**config.mk**
```make
export PLATFORM = sky130hd
export DESIGN_NAME = mem_stage
export DESIGN_NICKNAME = d
export VERILOG_FILES = /design/src/rtl/mem_stage_pkg.sv /design/src/rtl/mem_stage_dbus_ctrl.sv /design/src/rtl/mem_stage.sv
export SDC_FILE = /design/constraint.sdc
export NUM_CORES = 1
export LEC_CHECK = 0
export BUFFER_PORTS_ARGS = -buffer_cell sky130_fd_sc_hd__buf_2
export CORE_ASPECT_RATIO = 1.25
export CORE_MARGIN = 2
export CORE_UTILIZATION = 47
export CTS_CLUSTER_SIZE = 25
export DETAILED_ROUTE_END_ITERATION = 6
export PLACE_DENSITY = 0.87
export SYNTH_ARGS = -nofsm -noshare
export SYNTH_HDL_FRONTEND = slang
export SYNTH_SLANG_ARGS = --single-unit
```
**constraint.sdc**
```tcl
create_clock -name clk -period 2.96 [get_ports clk]
set_clock_uncertainty 0.2 [all_clocks]
set_input_delay 0.444 -clock clk [delete_from_list [all_inputs] [get_ports clk]]
set_output_delay 0.444 -clock clk [all_outputs]
set_load 0.005 [all_outputs]
```
**src/rtl/mem_stage_pkg.sv**
```systemverilog
// Shared encodings for the memory stage: mem-op codes, exception codes,
// bus FSM states and the alignment helper.
package mem_stage_pkg;

  typedef enum logic [1:0] {
    MEMOP_NONE = 2'b00,
    MEMOP_LW   = 2'b01,
    MEMOP_SW   = 2'b10,
    MEMOP_RSV  = 2'b11
  } memop_t;

  typedef enum logic [1:0] {
    EXC_NONE = 2'b00,
    EXC_ADDR = 2'b01,
    EXC_BUS  = 2'b10,
    EXC_RSV  = 2'b11
  } exc_t;

  typedef enum logic {
    ST_IDLE = 1'b0,
    ST_BUSY = 1'b1
  } dbus_state_t;

  // Word accesses only: the two low address bits must be zero.
  function automatic logic is_aligned(input logic [31:0] addr);
    return (addr[1:0] == 2'b00);
  endfunction

endpackage

```
**src/rtl/mem_stage_dbus_ctrl.sv**
```systemverilog
// Data-bus controller: IDLE/BUSY FSM, req/ack handshake and timeout counter.
// Reports completion (done) or timeout (abort) as strobes valid in the last
// BUSY cycle, so the parent can register its writeback on the same edge.
module dbus_ctrl
  import mem_stage_pkg::*;
#(
  parameter int unsigned TIMEOUT = 16,
  parameter int unsigned CNT_W   = 5
) (
  input  logic        clk,
  input  logic        rst,
  input  logic        i_start,
  input  logic        i_we,
  input  logic [31:0] i_addr,
  input  logic [31:0] i_wdata,
  input  logic        i_ack,
  output logic        o_req,
  output logic        o_we,
  output logic [31:0] o_addr,
  output logic [31:0] o_wdata,
  output logic        o_busy,
  output logic        o_done,
  output logic        o_abort
);

  localparam logic [CNT_W-1:0] LP_CNT_LAST = CNT_W'(TIMEOUT - 1);

  dbus_state_t      r_state;
  logic [CNT_W-1:0] r_cnt;
  logic             r_req;
  logic             r_we;
  logic [31:0]      r_addr;
  logic [31:0]      r_wdata;
  logic             w_busy;
  logic             w_last;

  assign w_busy  = (r_state == ST_BUSY);
  assign w_last  = (r_cnt == LP_CNT_LAST);
  assign o_busy  = w_busy;
  // Ack beats timeout when both land in the final BUSY cycle.
  assign o_done  = w_busy & i_ack;
  assign o_abort = w_busy & ~i_ack & w_last;

  assign o_req   = r_req;
  assign o_we    = r_we;
  assign o_addr  = r_addr;
  assign o_wdata = r_wdata;

  // Bus FSM: launch on start, finish on ack or when the wait budget runs out.
  always_ff @(posedge clk or negedge rst) begin
    if (!rst) begin
      r_state <= ST_IDLE;
      r_cnt   <= '0;
      r_req   <= 1'b0;
      r_we    <= 1'b0;
      r_addr  <= '0;
      r_wdata <= '0;
    end else begin
      unique case (r_state)
        ST_IDLE: begin
          if (i_start) begin
            r_state <= ST_BUSY;
            r_req   <= 1'b1;
            r_cnt   <= '0;
            r_we    <= i_we;
            r_addr  <= i_addr;
            r_wdata <= i_wdata;
          end
        end
        ST_BUSY: begin
          if (i_ack || w_last) begin
            r_state <= ST_IDLE;
            r_req   <= 1'b0;
          end else begin
            r_cnt <= r_cnt + CNT_W'(1);
          end
        end
        default: r_state <= ST_IDLE;
      endcase
    end
  end

endmodule

```
**src/rtl/mem_stage.sv**
```systemverilog
// Memory pipeline stage: registers EX results, runs LW/SW through dbus_ctrl,
// stalls EX while an access is outstanding and emits one writeback record
// per instruction, flagging misaligned addresses and bus timeouts.
module mem_stage
  import mem_stage_pkg::*;
#(
  parameter int unsigned TIMEOUT = 16,
  parameter int unsigned CNT_W   = 5
) (
  input  logic        clk,
  input  logic        rst,
  input  logic        ex_valid_i,
  input  logic [1:0]  ex_memop_i,
  input  logic [4:0]  ex_waddr_i,
  input  logic        ex_wreg_i,
  input  logic [31:0] ex_wdata_i,
  input  logic [31:0] ex_reg2_i,
  output logic        stall_req_o,
  output logic        dbus_req_o,
  output logic        dbus_we_o,
  output logic [31:0] dbus_addr_o,
  output logic [31:0] dbus_wdata_o,
  input  logic        dbus_ack_i,
  input  logic [31:0] dbus_rdata_i,
  output logic        valid_o,
  output logic [4:0]  waddr_o,
  output logic        wreg_o,
  output logic [31:0] wdata_o,
  output logic [1:0]  exc_o
);

  memop_t      w_memop;
  logic        w_is_mem;
  logic        w_aligned;
  logic        w_start;
  logic        w_busy;
  logic        w_done;
  logic        w_abort;

  logic        r_valid;
  logic [4:0]  r_waddr;
  logic        r_wreg;
  logic [31:0] r_wdata;
  exc_t        r_exc;
  logic [4:0]  r_lat_waddr;
  logic        r_lat_wreg;
  logic        r_lat_lw;

  assign w_memop   = memop_t'(ex_memop_i);
  assign w_is_mem  = (w_memop == MEMOP_LW) || (w_memop == MEMOP_SW);
  assign w_aligned = is_aligned(ex_wdata_i);
  assign w_start   = ~w_busy & ex_valid_i & w_is_mem & w_aligned;

  dbus_ctrl #(
    .TIMEOUT (TIMEOUT),
    .CNT_W   (CNT_W)
  ) u_dbus_ctrl (
    .clk     (clk),
    .rst     (rst),
    .i_start (w_start),
    .i_we    (w_memop == MEMOP_SW),
    .i_addr  (ex_wdata_i),
    .i_wdata (ex_reg2_i),
    .i_ack   (dbus_ack_i),
    .o_req   (dbus_req_o),
    .o_we    (dbus_we_o),
    .o_addr  (dbus_addr_o),
    .o_wdata (dbus_wdata_o),
    .o_busy  (w_busy),
    .o_done  (w_done),
    .o_abort (w_abort)
  );

  assign stall_req_o = w_busy;
  assign valid_o     = r_valid;
  assign waddr_o     = r_waddr;
  assign wreg_o      = r_wreg;
  assign wdata_o     = r_wdata;
  assign exc_o       = r_exc;

  // Writeback record: pass-through when idle, bus result or exception otherwise.
  always_ff @(posedge clk or negedge rst) begin
    if (!rst) begin
      r_valid     <= 1'b0;
      r_waddr     <= '0;
      r_wreg      <= 1'b0;
      r_wdata     <= '0;
      r_exc       <= EXC_NONE;
      r_lat_waddr <= '0;
      r_lat_wreg  <= 1'b0;
      r_lat_lw    <= 1'b0;
    end else if (!w_busy) begin
      if (!ex_valid_i) begin
        r_valid <= 1'b0;
      end else if (w_is_mem) begin
        if (!w_aligned) begin
          r_valid <= 1'b1;
          r_waddr <= ex_waddr_i;
          r_wreg  <= 1'b0;
          r_wdata <= '0;
          r_exc   <= EXC_ADDR;
        end else begin
          r_valid     <= 1'b0;
          r_lat_waddr <= ex_waddr_i;
          r_lat_wreg  <= ex_wreg_i;
          r_lat_lw    <= (w_memop == MEMOP_LW);
        end
      end else begin
        r_valid <= 1'b1;
        r_waddr <= ex_waddr_i;
        r_wreg  <= ex_wreg_i;
        r_wdata <= ex_wdata_i;
        r_exc   <= EXC_NONE;
      end
    end else if (w_done) begin
      r_valid <= 1'b1;
      r_waddr <= r_lat_waddr;
      r_wreg  <= r_lat_lw & r_lat_wreg;
      r_wdata <= r_lat_lw ? dbus_rdata_i : '0;
      r_exc   <= EXC_NONE;
    end else if (w_abort) begin
      r_valid <= 1'b1;
      r_waddr <= r_lat_waddr;
      r_wreg  <= 1'b0;
      r_wdata <= '0;
      r_exc   <= EXC_BUS;
    end else begin
      r_valid <= 1'b0;
    end
  end

endmodule
```
# == Word level (Yosys, flattened, before mapping) ==
# Index checks and enable logic that the tools add are counted.
# totals
inputBits,108
regBits,120
wordCells,81
out_inout_bits,108
# op_classes
n_addsub,1
n_reduce_logical,9
bitwise,9
n_eq_ne,8
mux,40
# ops
operator,n
$mux W32,7
$mux W5,8
$mux W1,16
$mux W2,6
$pmux W5 S2,1
$and A1 B1 Y1,7
$reduce_and A2 Y1,3
$add A5 B1 Y5 const B,1
$eq A5 B4 Y1 const B,1
$ne A2 B2 Y1 const B,2
$pmux W1 S2,2
$reduce_and A4 Y1,1
$ne A3 B1 Y1 const B,1
$ne A3 B2 Y1 const B,1
$reduce_and A3 Y1,1
$eq A2 B1 Y1 const B,1
$eq A2 B2 Y1 const B,1
$logic_not A2 Y1,1
$logic_or A1 B1 Y1,2
$ne A2 B1 Y1 const B,1
$not A1 Y1,2
$reduce_bool A2 Y1,1

# == Depth between registers and ports, before layout ==
# Gate-level depths: netlist of run 1.
# depth
word_depth,6
mapped_depth,7

# == By module ==
# A second synthesis of run 1 with hierarchy kept.
# hier_totals
cells_unflattened,472
hier_area_um2,5177.5
# modules_own_cells
mod,cells_each,seq_area_each_um2,n_inst,area_per_inst_um2
dbus_ctrl,310,1801.7,1,2798.9
mem_stage,162,1201.2,1,2378.5

# == Worst setup path before layout of run 1 ==
# No wires, ideal clock.
# synth_path
path_kind,input to register
startpoint,input ex_memop_i[0]
endpoint,register r_lat_lw
cell_stages,7
path_slack_ns,0.704
arrival_ns,1.928
path_buffers,2
cell_sequence,inv_1 -> ha_1 -> nor4_4 -> and2_1 -> buf_2 -> buf_4 -> mux2_1
# synth_via
elab_chain_len,3
# synth_lines
element,line_no,text
start: declaration,mem_stage.sv:13,"input logic [1:0] ex_memop_i,"
$eq A2 B1 Y1 / $eq A2 B2 Y1 (equally long branches),"mem_stage.sv:50, mem_stage.sv:106",
$logic_or A1 B1 Y1,mem_stage.sv:50,assign w_is_mem = (w_memop == MEMOP_LW) || (w_memop == MEMOP_SW);
$reduce_and A4 Y1 (no source line),n/a,
end signal: assignment,mem_stage.sv:106,r_lat_lw <= (w_memop == MEMOP_LW);
end: declaration,mem_stage.sv:47,logic r_lat_lw;
# Several ways; a longest one is shown, not always the timed one.
# A chain may end at the register's enable or synchronous reset.

# == Final worst setup path of run 1 ==
# layout_path
startpoint,register u_dbus_ctrl.r_cnt[0]
endpoint,"register r_waddr[3], in the netlist waddr_o[3]"
# layout_via
elab_chain_len,4
# layout_lines
element,line_no,text
start: declaration,mem_stage_dbus_ctrl.sv:29,logic [CNT_W-1:0] r_cnt;
start signal: assignment,mem_stage_dbus_ctrl.sv:75,r_cnt <= r_cnt + CNT_W'(1);
$eq A5 B4 Y1,mem_stage_dbus_ctrl.sv:38,assign w_last = (r_cnt == LP_CNT_LAST);
$and A1 B1 Y1,mem_stage_dbus_ctrl.sv:42,assign o_abort = w_busy & ~i_ack & w_last;
$ne A3 B1 Y1 (no source line),n/a,
$reduce_and A3 Y1 (no source line),n/a,
end signal: assignment,mem_stage.sv:98,r_waddr <= ex_waddr_i;
end signal: assignment,mem_stage.sv:110,r_waddr <= ex_waddr_i;
end signal: assignment,mem_stage.sv:117,r_waddr <= r_lat_waddr;
end: declaration,mem_stage.sv:41,logic [4:0] r_waddr;
# No other way between the ends.

==> summary.md, run 1 <==
| Metric | Value |
|---|---|
| Hold Fails Final Rpt | 0 |
| Core area | roughly 10000 um2 |
| PortBufs | around 220 |
| Placed cells | about 670 |
| Seq cells post-synth | 120 |
| Most frequent cells in the layout | buf_2 (214), dfrtp_1 (120), mux2_2 (74), mux2_1 (41), a22o_1 (33) |
| Synth Net Count | 443 |
| Die height | approximately 120 um |
| Setup violators final | 0 |
| Worst-path maximum fanout | 40 |
| Synth Area per Inst | roughly 15 um2 |
| Post-route ant nets | 0 |
| Cts bufs inserted | 17 |
| WP data arrival | around 2.4 ns |
| Max Root-Sink Buffers | 2 |
| Wire length per cell | around 17 um |
| Sequential fraction of the synthesis area | 0.604 |
| RSZ-0062 raised after global routing | no |
| Finished Layout Cells | between 600 and 700 |
| Placed Area | approximately 6200 um2 |
| I/O pin count | roughly 220 |
| Clock Sinks | 120 |
| Global-route wire length before repair | about 18 mm |
| Adder-cell area share of the yosys netlist | 0.0101 |
| Post-Synth Simple-Gate Area | 0.0287 |
| Critical path startpoint category | flop |
| DRT Pass-1 Iters | 4 |
| CP max stage delay | approximately 0.40 ns |
| WL final | around 12 mm |
| Die width | approximately 96 um |
| Mux contribution to synthesized area | 0.261 |
| Starting Density | 0.475 |
| Slowest stage cell, crit path | dfrtp_1 |
| Root buf cell | clkbuf_16 |
| Via count of the routed design | between 3000 and 4000 |
| CP cell instances | ha_1, and3_1, ha_1, nor3b_2, nor3_4, buf_12, mux2_1 |
| Full die area | around 11000 um2 |
| Cell repeated most along the worst path | ha_1 |
| NumNets Final | around 670 |
| Synth cell types | 26 |
| Crit Path Class | flop to flop |
| Vias in the first global route | 3825 |
| Gr usage total | 0.212 |
| Drt drc | 0 |
| Relative slew slack | 0.559 |
| Hold/Removal Path Class | primary input to flop |
| RePlAce Congestion | 0.785 |
| Min Clock Period, post-route | roughly 2.3 ns |
| Cell count after synthesis | 331 |
| VDD IR-drop max | between 0.4 and 0.5 mV |
| Pwr Total | between 5 and 6 mW |
| Antenna diode count | 0 |
| Worst-path clk slew | around 0.050 ns |
| Mapped Area | a little under 5000 um2 |
| Vias per cell | slightly above 5 |
| Core Rows | 42 |
| Setup TNS Final | 0 ns |
| Overflow after GRT | 0 |
| Fin crit share | 0.779 |
| Synth top area share | 0.604 |
| Worst Max-Slew Pin Slew | around 0.66 ns |
| Yosys warnings | 0 |
| Largest family of logic cells by synthesized area | multiplexers |
| Synth Area in XOR/XNOR | 0 |
| Initial antenna violation count | 0 |
| Area grow syn2layout | 37.3% |
| Share of layout cells above drive strength 1 | 0.588 |
| Skew-Pair Late Insertion Delay | about 0.4 ns |
| CP Data Required Time | about 3.0 ns |
| Hpwl dp | 8.54 mm |
| Fmax | between 400 and 500 MHz |
| Largest net degree at the start of global routing | 53 |
| Max cap viols | 0 |
| Leakage | about 3.5 nW |
| Number of H-tree levels | 4 |
| Drt first-iter violations | between 70 and 80 |
| Pwr/cell area | a little under 800 nW/um2 |
| Reg2reg setup slack | between 0.6 and 0.7 ns |
| Most common cell after layout, fill and taps aside | buf_2 |
| Area contributors post-synth | dfrtp_1 (60%), mux2_2 (17%), mux2_1 (9.3%), a22o_1 (5.8%), buf_2 (1.3%) |
| TritonCTS clock tree | yes |
| Synth Area in Compound Gates | 0.0700 |
| CP Capture Type | flop |
| Final Slew Violations | 0 |
| Design area | 6830 um2 |
| Synth area leader | dfrtp_1 |
| Status | complete, no violations |
## metrics by stage
step | worst slack, ns | util | hold slack [ns]
2_1_floorplan | 0.704 | - | -0.0516
3_3_place_gp | 0.383 | 0.593 | 0.223
3_5_place_dp | 0.301 | 0.593 | 0.229
4_1_cts | 0.629 | 0.653 | 0.0457
5_1_grt | 0.542 | 0.653 | 0.0553
6_report | 0.655 | 0.653 | 0.0615
## kinds of logic (layout without fill, tap and decap cells)
family          Yosys count  count (layout)
simple gates             21              21
flops                   120             120
mux                     115             115
buf+inv                  27             261
compound gates           44              44
fa+ha+maj                 4               4
## metal layers
layer,GRT usage,part of all wire,up-vias
li1,-,-,1644
met5,0,0,-
met2,0.365,0.53,155
met1,0.241,0.39,1791
met3,0.0620,0.068,14
met4,0.0857,0.014,0
## cells in the mapped netlist (all sizes together)
cell and n:
a21oi 3, a22o 33, and2 3, and3 2
buf 18, clkbuf 4, dfrtp 120, ha 4
inv 5, mux2 115, nand2 5, nand3 1
nor2 2, nor2b 2, nor3 1, nor3b 1
nor4 1, o21a 1, o21ai 6, o22ai 1
or3 2, or3b 1
## what timing repair did
action | in CTS | in global routing
hold buffers | 1 | 0
endpoints found under the hold margin | 33 | 0
resized for setup | 0 | 0
buffers inserted | 0 | 0
## layout make-up
class / instances / area (um2)
Fill cell: 763 / 3630
Timing Repair Buffer: 225 / 1180
Tap cell: 132 / 165
Multi-Input combinational cell: 184 / 1850
Clock inverter: 9 / 148
Sequential cell: 120 / 3000
Inverter: 5 / 18.8
Clock buffer: 22 / 464
## registers in the layout (all words and copies together), names as in the netlist
name	cells
exc_o	2
wreg_o	1
r_lat_wreg	1
u_dbus_ctrl.o_wdata	32
u_dbus_ctrl.o_we	1
wdata_o	32
waddr_o	5
r_lat_waddr	5
u_dbus_ctrl.o_busy	1
u_dbus_ctrl.r_cnt	5
u_dbus_ctrl.o_addr	32
u_dbus_ctrl.o_req	1
r_lat_lw	1
valid_o	1
## worst paths after layout
kind	startpoint	endpoint	cells past startpoint
hold reg to reg	u_dbus_ctrl.o_addr[1]	u_dbus_ctrl.o_addr[1]	1
setup / recovery	u_dbus_ctrl.r_cnt[0]	waddr_o[3]	7
min in group asynchronous	rst	u_dbus_ctrl.o_wdata[20]	2
hold / removal	ex_reg2_i[7]	u_dbus_ctrl.o_wdata[7]	2
setup reg to reg	u_dbus_ctrl.r_cnt[0]	waddr_o[3]	7
max in group asynchronous	rst	r_lat_lw	3
## critical path, delay by kind of cell, from the launching register on
family / cells / cell delay (ns)
adders and majority gates: 2 / 0.45
buffers and inverters: 1 / 0.21
DFF: 1 / 0.40
muxes: 1 / 0.33
and+or+nand+nor: 3 / 0.60
## report_power, final
group | internal [mW] | switching [mW]
logic | 0.584 | 0.425
clock network | 1.44 | 0.676
registers | 2.02 | 0.192
total | 4.04 | 1.29
No activity file was read; power rests on OpenSTA's default activity.
==> run 2, diff against run 1 <==
--- a/config.mk
+++ b/config.mk
@@ -5,13 +5,14 @@
 export SDC_FILE = /design/constraint.sdc
 export NUM_CORES = 1
 export LEC_CHECK = 0
+export ABC_AREA = 1
 export BUFFER_PORTS_ARGS = -buffer_cell sky130_fd_sc_hd__buf_2
 export CORE_ASPECT_RATIO = 1.25
 export CORE_MARGIN = 2
-export CORE_UTILIZATION = 47
+export CORE_UTILIZATION = 44
 export CTS_CLUSTER_SIZE = 25
 export DETAILED_ROUTE_END_ITERATION = 6
-export PLACE_DENSITY = 0.87
+export PLACE_DENSITY = 0.84
 export SYNTH_ARGS = -nofsm -noshare
 export SYNTH_HDL_FRONTEND = slang
 export SYNTH_SLANG_ARGS = --single-unit
==> constraint.sdc (replaced) <==
create_clock -name clk -period 2.1 [get_ports clk]
set_clock_uncertainty 0.2 [all_clocks]
set_input_delay 0.315 -clock clk [delete_from_list [all_inputs] [get_ports clk]]
set_output_delay 0.315 -clock clk [all_outputs]
set_load 0.005 [all_outputs]
==> run 2 against run 1 <==
Critical path depth rose by 4. Synthesized area rose by 13%. Worst hold slack worse by 0.014 ns. Count of clock-buffer cells in the layout decreased by 2. Wire length rose by 39%. Flip-flop and latch count unchanged. Design area grew 23%. Synthesized cell count grew 95%. Total power increased by 47%. Non-clock buffer count up 89. Clock power is 44% higher. Highest routed layer unchanged.
==> summary.md, run 2 <==
| Metric | Value |
|---|---|
| Overflow after GRT | 0 |
| Vias per cell | between 4 and 5 |
| Core area | between 10000 and 15000 um2 |
| Synth cell types | 21 |
| Count leader, synth | nand2_1 |
| Layout Utilization | 0.668 |
| Most common cell after layout, fill and taps aside | buf_2 |
| Pwr Total | between 7 and 8 mW |
| Min Clock Period, post-route | between 2 and 2.5 ns |
| Critical path startpoint category | flop |
| CP Data Required Time | between 2 and 2.5 ns |
| Synth Net Count | 757 |
| Clock Sinks | 120 |
| Worst-path clk slew | 0.05 ns |
| Wire length per cell | about 15 um |
| Antenna diode count | 0 |
| Crit Path Class | flop to flop |
| Fmax | 498 MHz |
| Relative slew slack | 0.696 |
| Hold Fails Final Rpt | 0 |
| Yosys warnings | 0 |
| Placed Area | around 7000 um2 |
| Design area | between 8000 and 9000 um2 |
| WP data arrival | between 2 and 2.5 ns |
| Status | complete, no violations |
| RePlAce Congestion | roughly 0.77 |
| Full die area | 13700 um2 |
| Final Slew Violations | 0 |
| Ys async rst share | 1.00 |
| Gr usage total | 0.219 |
| Via count of the routed design | 5199 |
| Fin crit share | 0.956 |
| Skew-Pair Late Insertion Delay | 0.40 ns |
| Min setup slack post-route | 0.0928 ns |
| Mapped Area | 5630 um2 |
| Die width | 105 um |
| Global-route wire length before repair | about 24 mm |
| Max Root-Sink Buffers | 2 |
| Seq cells post-synth | 120 |
| WL final | ~16 mm |
| TritonCTS clock tree | yes |
| Area contributors post-synth | dfrtp_1 (53%), nand2_1 (15%), inv_1 (7.7%), o21ai_2 (7.6%), buf_6 (4.4%) |
| Number of H-tree levels | 4 |
| Setup TNS Final | 0 ns |
| I/O pin count | ~220 |
| Max cap viols | 0 |
| Die height | 130 um |
| Largest net degree at the start of global routing | 58 |
| Initial antenna violation count | 0 |
| Drt drc | 0 |
| Worst Max-Slew Pin Slew | 0.456 ns |
| Pwr/cell area | about 930 nW/um2 |
| Sequential fraction of the synthesis area | 0.533 |
| Hpwl dp | between 9 and 10 mm |
| Share of layout cells above drive strength 1 | 0.384 |
| Commonest cells in the netlist | nand2_1 (218), dfrtp_1 (120), inv_1 (115) |
| Pre-CTS setup slack | -0.204 ns |
| Synth area leader | dfrtp_1 |
| Cell count after synthesis | approximately 650 |
| Leakage | about 4.8 nW |
| Primary FF master, synth | dfrtp_1 |
| RSZ-0062 raised after global routing | yes |
| VDD IR-drop max | 0.769 mV |
| Root buf cell | clkbuf_16 |
| Setup violators final | 0 |
| Post-synth EDFFs | 0 |
| Post-route ant nets | 0 |
| Synth Area per Inst | about 8.7 um2 |
| Core Rows | 46 |
| Starting Density | 0.447 |
| CP Capture Type | flop |
| Fillers | 968 |
| NumNets Final | roughly 1100 |
| Cts bufs inserted | 17 |
| Area grow syn2layout | 49.6% |
| Vias in the first global route | around 4900 |
| PortBufs | between 200 and 250 |
| Worst-path maximum fanout | 7 |
| Hold/Removal Path Class | primary input to flop |
| DRT Pass-1 Iters | 5 |
| Synth top area share | 0.533 |
| Most frequent cells in the layout | buf_2 (214), nand2_1 (211), dfrtp_1 (120), inv_1 (115), dlygate4sd3_1 (69) |
| Drt first-iter violations | around 330 |
==> run 2: cell types whose count changed in the layout (fill, tap and decap cells not counted), moves of 6 or more <==
cell,before,now
inv_1,5,115
o21ai_1,0,34
a22o_1,33,0
o21ai_2,0,49
mux2_2,74,0
dlygate4sd3_1,1,69
nor2_4,0,7
o21ai_0,6,28
mux2_1,41,0
nand2_2,1,27
buf_12,2,8
nand2_1,4,211
buf_4,8,16
==> run 2: worst max-delay path: stages (launching register included) <==
cell and delay [ns]:
dfrtp_1 0.35, ha_2 0.19, nand2_2 0.06, nor2_2 0.11
ha_2 0.21, nor2_4 0.05, nand2_2 0.09, buf_6 0.12
nand3_4 0.17, clkbuf_16 0.23, nand2_1 0.07, nand2_1 0.05
==> run 2: report_power, final <==
part           switching, mW  total (mW)  leakage, nW  internal [mW]
clock                   1.04        3.05        0.296           2.01
sequential             0.257        3.02         1.53           2.77
combinational          0.894        1.76         2.98          0.868
==> run 2: worst paths after layout <==
check	startpoint	end	slack (ns)	cells past startpoint
min in group asynchronous	rst	u_dbus_ctrl.o_addr[10]	0.20	2
worst max-delay path	u_dbus_ctrl.r_cnt[1]	wreg_o	0.09	11
max in group asynchronous	rst	u_dbus_ctrl.o_wdata[5]	0.90	3
worst min-delay path	dbus_rdata_i[3]	wdata_o[3]	0.05	5
worst min register to register	u_dbus_ctrl.o_addr[1]	u_dbus_ctrl.o_addr[1]	0.26	2
worst max register to register	u_dbus_ctrl.r_cnt[1]	wreg_o	0.09	11
==> run 2: cell families (layout without fill, tap and decap cells) <==
family	count (synthesis)	count (layout)	share of synthesized area
simple gates	259	262	0.194
buf+inv	148	462	0.129
flops	120	120	0.533
compound gates	114	114	0.135
fa+ha+maj	4	4	0.00889
==> run 2: final cells by class <==
class / instances / area, um2 / area share
Tap cell: 168 / 210 / 0.0250
Sequential cell: 120 / 3000 / 0.357
Timing Repair Buffer: 314 / 2170 / 0.257
Inverter: 116 / 435 / 0.0517
Clock inverter: 12 / 175 / 0.0208
Multi-Input combinational cell: 380 / 1990 / 0.236
Clock buffer: 20 / 447 / 0.0530
==> run 2: per-layer routing <==
layer / share of wire / vias to the layer above / routed length [um] / global-route usage
li1: - / 2556 / - / -
met1: 0.39 / 2392 / 6390 / 0.254
met2: 0.52 / 197 / 8540 / 0.385
met3: 0.051 / 54 / 839 / 0.0501
met4: 0.039 / 0 / 648 / 0.106
met5: 0 / - / 0 / 0
==> run 2: timing repair <==
| action | CTS | global route |
|---|---|---|
| resized for setup | 1 | 19 |
| cloned | 1 | 8 |
| setup buffers | 0 | 8 |
| pin swaps | 0 | 7 |
| endpoints found under the hold margin | 169 | 0 |
| endpoints found under the setup margin | 40 | 41 |
| hold buffers | 69 | 0 |
==> run 2: stage by stage <==
| step | instances | hold slack, ns |
|---|---|---|
| 6_report | 1130 | 0.0477 |
| 5_1_grt | 1130 | 0.0623 |
| 4_1_cts | 1114 | 0.0114 |
| 3_5_place_dp | 1012 | 0.0462 |
| 3_3_place_gp | 1012 | 0.0467 |
| 2_1_floorplan | 645 | -0.181 |
==> run 3, diff against run 2 <==
--- a/config.mk
+++ b/config.mk
@@ -9,10 +9,10 @@
 export BUFFER_PORTS_ARGS = -buffer_cell sky130_fd_sc_hd__buf_2
 export CORE_ASPECT_RATIO = 1.25
 export CORE_MARGIN = 2
-export CORE_UTILIZATION = 44
+export CORE_UTILIZATION = 48
 export CTS_CLUSTER_SIZE = 25
 export DETAILED_ROUTE_END_ITERATION = 6
-export PLACE_DENSITY = 0.84
+export PLACE_DENSITY = 0.87
 export SYNTH_ARGS = -nofsm -noshare
 export SYNTH_HDL_FRONTEND = slang
 export SYNTH_SLANG_ARGS = --single-unit
==> constraint.sdc (replaced) <==
create_clock -name clk -period 2.3 [get_ports clk]
set_clock_uncertainty 0.2 [all_clocks]
set_input_delay 0.345 -clock clk [delete_from_list [all_inputs] [get_ports clk]]
set_output_delay 0.345 -clock clk [all_outputs]
set_load 0.005 [all_outputs]
==> run 3 against run 2 <==
Worst hold slack lost 0.039 ns. Register-to-register slack gained 0.12 ns. First-iteration DRC count shrank 38%.
==> summary.md, run 3 (same netlist as run 2, synthesis figures left out) <==
| Metric | Value |
|---|---|
| CP Capture Type | flop |
| Max cap viols | 0 |
| CP max stage delay | approximately 0.5 ns |
| Wire length per cell | 14.3 um |
| Sequential power share | 0.400 |
| CP Data Required Time | between 2 and 2.5 ns |
| Hpwl dp | 9.16 mm |
| Die width | around 100 um |
| Max Root-Sink Buffers | 2 |
| Fin crit share | 0.907 |
| WL final | between 15 and 20 mm |
| Final Slew Violations | 0 |
| Clock share of power | 0.385 |
| Drt first-iter violations | approximately 200 |
| Sw Pwr | 1.90 mW |
| Worst-path clk slew | roughly 0.05 ns |
| Met1 WL | ~5.8 mm |
| Most common cell after layout, fill and taps aside | nand2_1 |
| Worst-path maximum fanout | 20 |
| Min setup slack post-route | approximately 0.21 ns |
| Relative slew slack | 0.602 |
| Placed cells | ~1000 |
| Status | complete, no violations |
| Leakage | 4.64 nW |
| VDD IR-drop max | approximately 0.5 mV |
| Core area | 11500 um2 |
| Cts bufs inserted | 17 |
| Full die area | between 10000 and 15000 um2 |
| Reg2reg setup slack | ~0.21 ns |
| Max Used Layer | met4 |
| Pre-CTS setup slack | -0.0451 ns |
| Delay-heaviest family, CP | simple AND/OR/NAND/NOR gates |
| Critical path startpoint category | flop |
| Share of layout cells above drive strength 1 | 0.363 |
| Post-route ant nets | 0 |
| NumNets Final | ~1000 |
| Setup violators final | 0 |
| Switching Share | 0.275 |
| Placed Area | about 6800 um2 |
| RePlAce Congestion | ~0.87 |
| WL met2 | 8.12 mm |
| Gr usage total | 0.250 |
| Most frequent cells in the layout | nand2_1 (218), buf_2 (214), dfrtp_1 (120), inv_1 (115), dlygate4sd3_1 (61) |
| Met3 wire length | just under 800 um |
| Drt drc | 0 |
| Starting Density | 0.489 |
| I/O pin count | 216 |
| Hold Fails Final Rpt | 0 |
| Core Rows | between 40 and 50 |
| TritonCTS clock tree | yes |
| Pwr/cell area | roughly 860 nW/um2 |
| Hold Slack | 0.00917 ns |
| RSZ-0062 raised after global routing | no |
| WP data arrival | around 2.2 ns |
| Min Clock Period, post-route | 2.09 ns |
| Crit Path Class | flop to flop |
| Global-route wire length before repair | around 25 mm |
| Finished Layout Cells | ~1100 |
| DRT Pass-1 Iters | 5 |
| Number of H-tree levels | 4 |
| Buf+Inv Stages, Crit Path | 0 |
| Area grow syn2layout | 42.2% |
| Initial antenna violation count | 0 |
| Cell repeated most along the worst path | nand2_1 |
| PortBufs | ~220 |
| Vias in the first global route | ~5300 |
| Fmax | 480 MHz |
| Layout Utilization | 0.696 |
| Logic gate share of total power | 0.215 |
| Via count of the routed design | 5096 |
| Slowest stage cell, crit path | nor2_4 |
| Design area | ~8000 um2 |
| Worst Max-Slew Pin Slew | 0.595 ns |
| Clock Sinks | 120 |
| Pwr Total | around 6.9 mW |
| Hold/Removal Path Class | primary input to flop |
| Die height | between 100 and 150 um |
| Overflow after GRT | 0 |
| Root buf cell | clkbuf_16 |
| Vias per cell | between 4 and 5 |
| Largest net degree at the start of global routing | 64 |
| Cell-internal power | approximately 5 mW |
| Skew-Pair Late Insertion Delay | 0.40 ns |
| CP cell instances | ha_1, nand2_1, nor2_1, ha_1, nor2_1, nand2_2, nand2_2, nor2_4, nand2_1, nand2_1 |
| Fillers | around 890 |
| Antenna diode count | 0 |
| Setup TNS Final | 0 ns |
[run 3: changes by cell type in the layout (fill, tap and decap cells not counted), sizes merged]
cell	previous run	this run
nor2	16	15
clkbuf	23	22
bufinv	4	3
buf	242	230
dlygate4sd3	69	61
clkinvlp	3	1
clkinv	5	4
[run 3: cell type report]
class / count / area, um2 / share of cell area
multi-input cells: 379 / 1920 / 0.240
repair buffers: 291 / 1880 / 0.234
well taps: 138 / 173 / 0.0216
clock inverters: 8 / 121 / 0.0152
flip-flops and latches: 120 / 3000 / 0.375
inverters: 116 / 435 / 0.0544
clock buffers: 22 / 474 / 0.0592
[run 3: layer usage]
metal | track usage | vias to the layer above
li1 | - | 2505
met1 | 0.275 | 2347
met2 | 0.442 | 190
met3 | 0.0531 | 54
met4 | 0.137 | 0
met5 | 0 | -
[run 3: power by group through the flow]
stage	sequential, mW	combinational [mW]	clock [mW]
floorplan	2.81	0.682	0
global placement	2.77	1.33	0
detailed placement	2.78	1.37	0
CTS	2.76	1.46	2.70
global route	2.81	1.66	2.80
finish	2.76	1.49	2.66
[run 3: path summary, 6_finish.rpt]
kind / to / startpoint / depth (start not counted)
hold / removal: u_dbus_ctrl.o_addr[16] / ex_wdata_i[16] / 3
min in group asynchronous: u_dbus_ctrl.o_addr[3] / rst / 3
hold reg to reg: wreg_o / wreg_o / 2
max in group asynchronous: u_dbus_ctrl.o_addr[27] / rst / 3
setup reg to reg: wdata_o[30] / u_dbus_ctrl.r_cnt[0] / 10
setup / recovery: wdata_o[30] / u_dbus_ctrl.r_cnt[0] / 10
[run 3: worst reg2reg max path: cells and delay by family (launching register included)]
family,cells,cell delay (ns)
simple gates,8,1.14
flops,1,0.35
fa+ha+maj,2,0.35
[run 3: repair_timing]
item | CTS | global route
endpoints found under the setup margin | 8 | 40
cloned | 0 | 2
endpoints found under the hold margin | 180 | 0
setup buffers | 0 | 0
hold buffers | 61 | 0
pin swaps | 2 | 2
resized for setup | 0 | 2
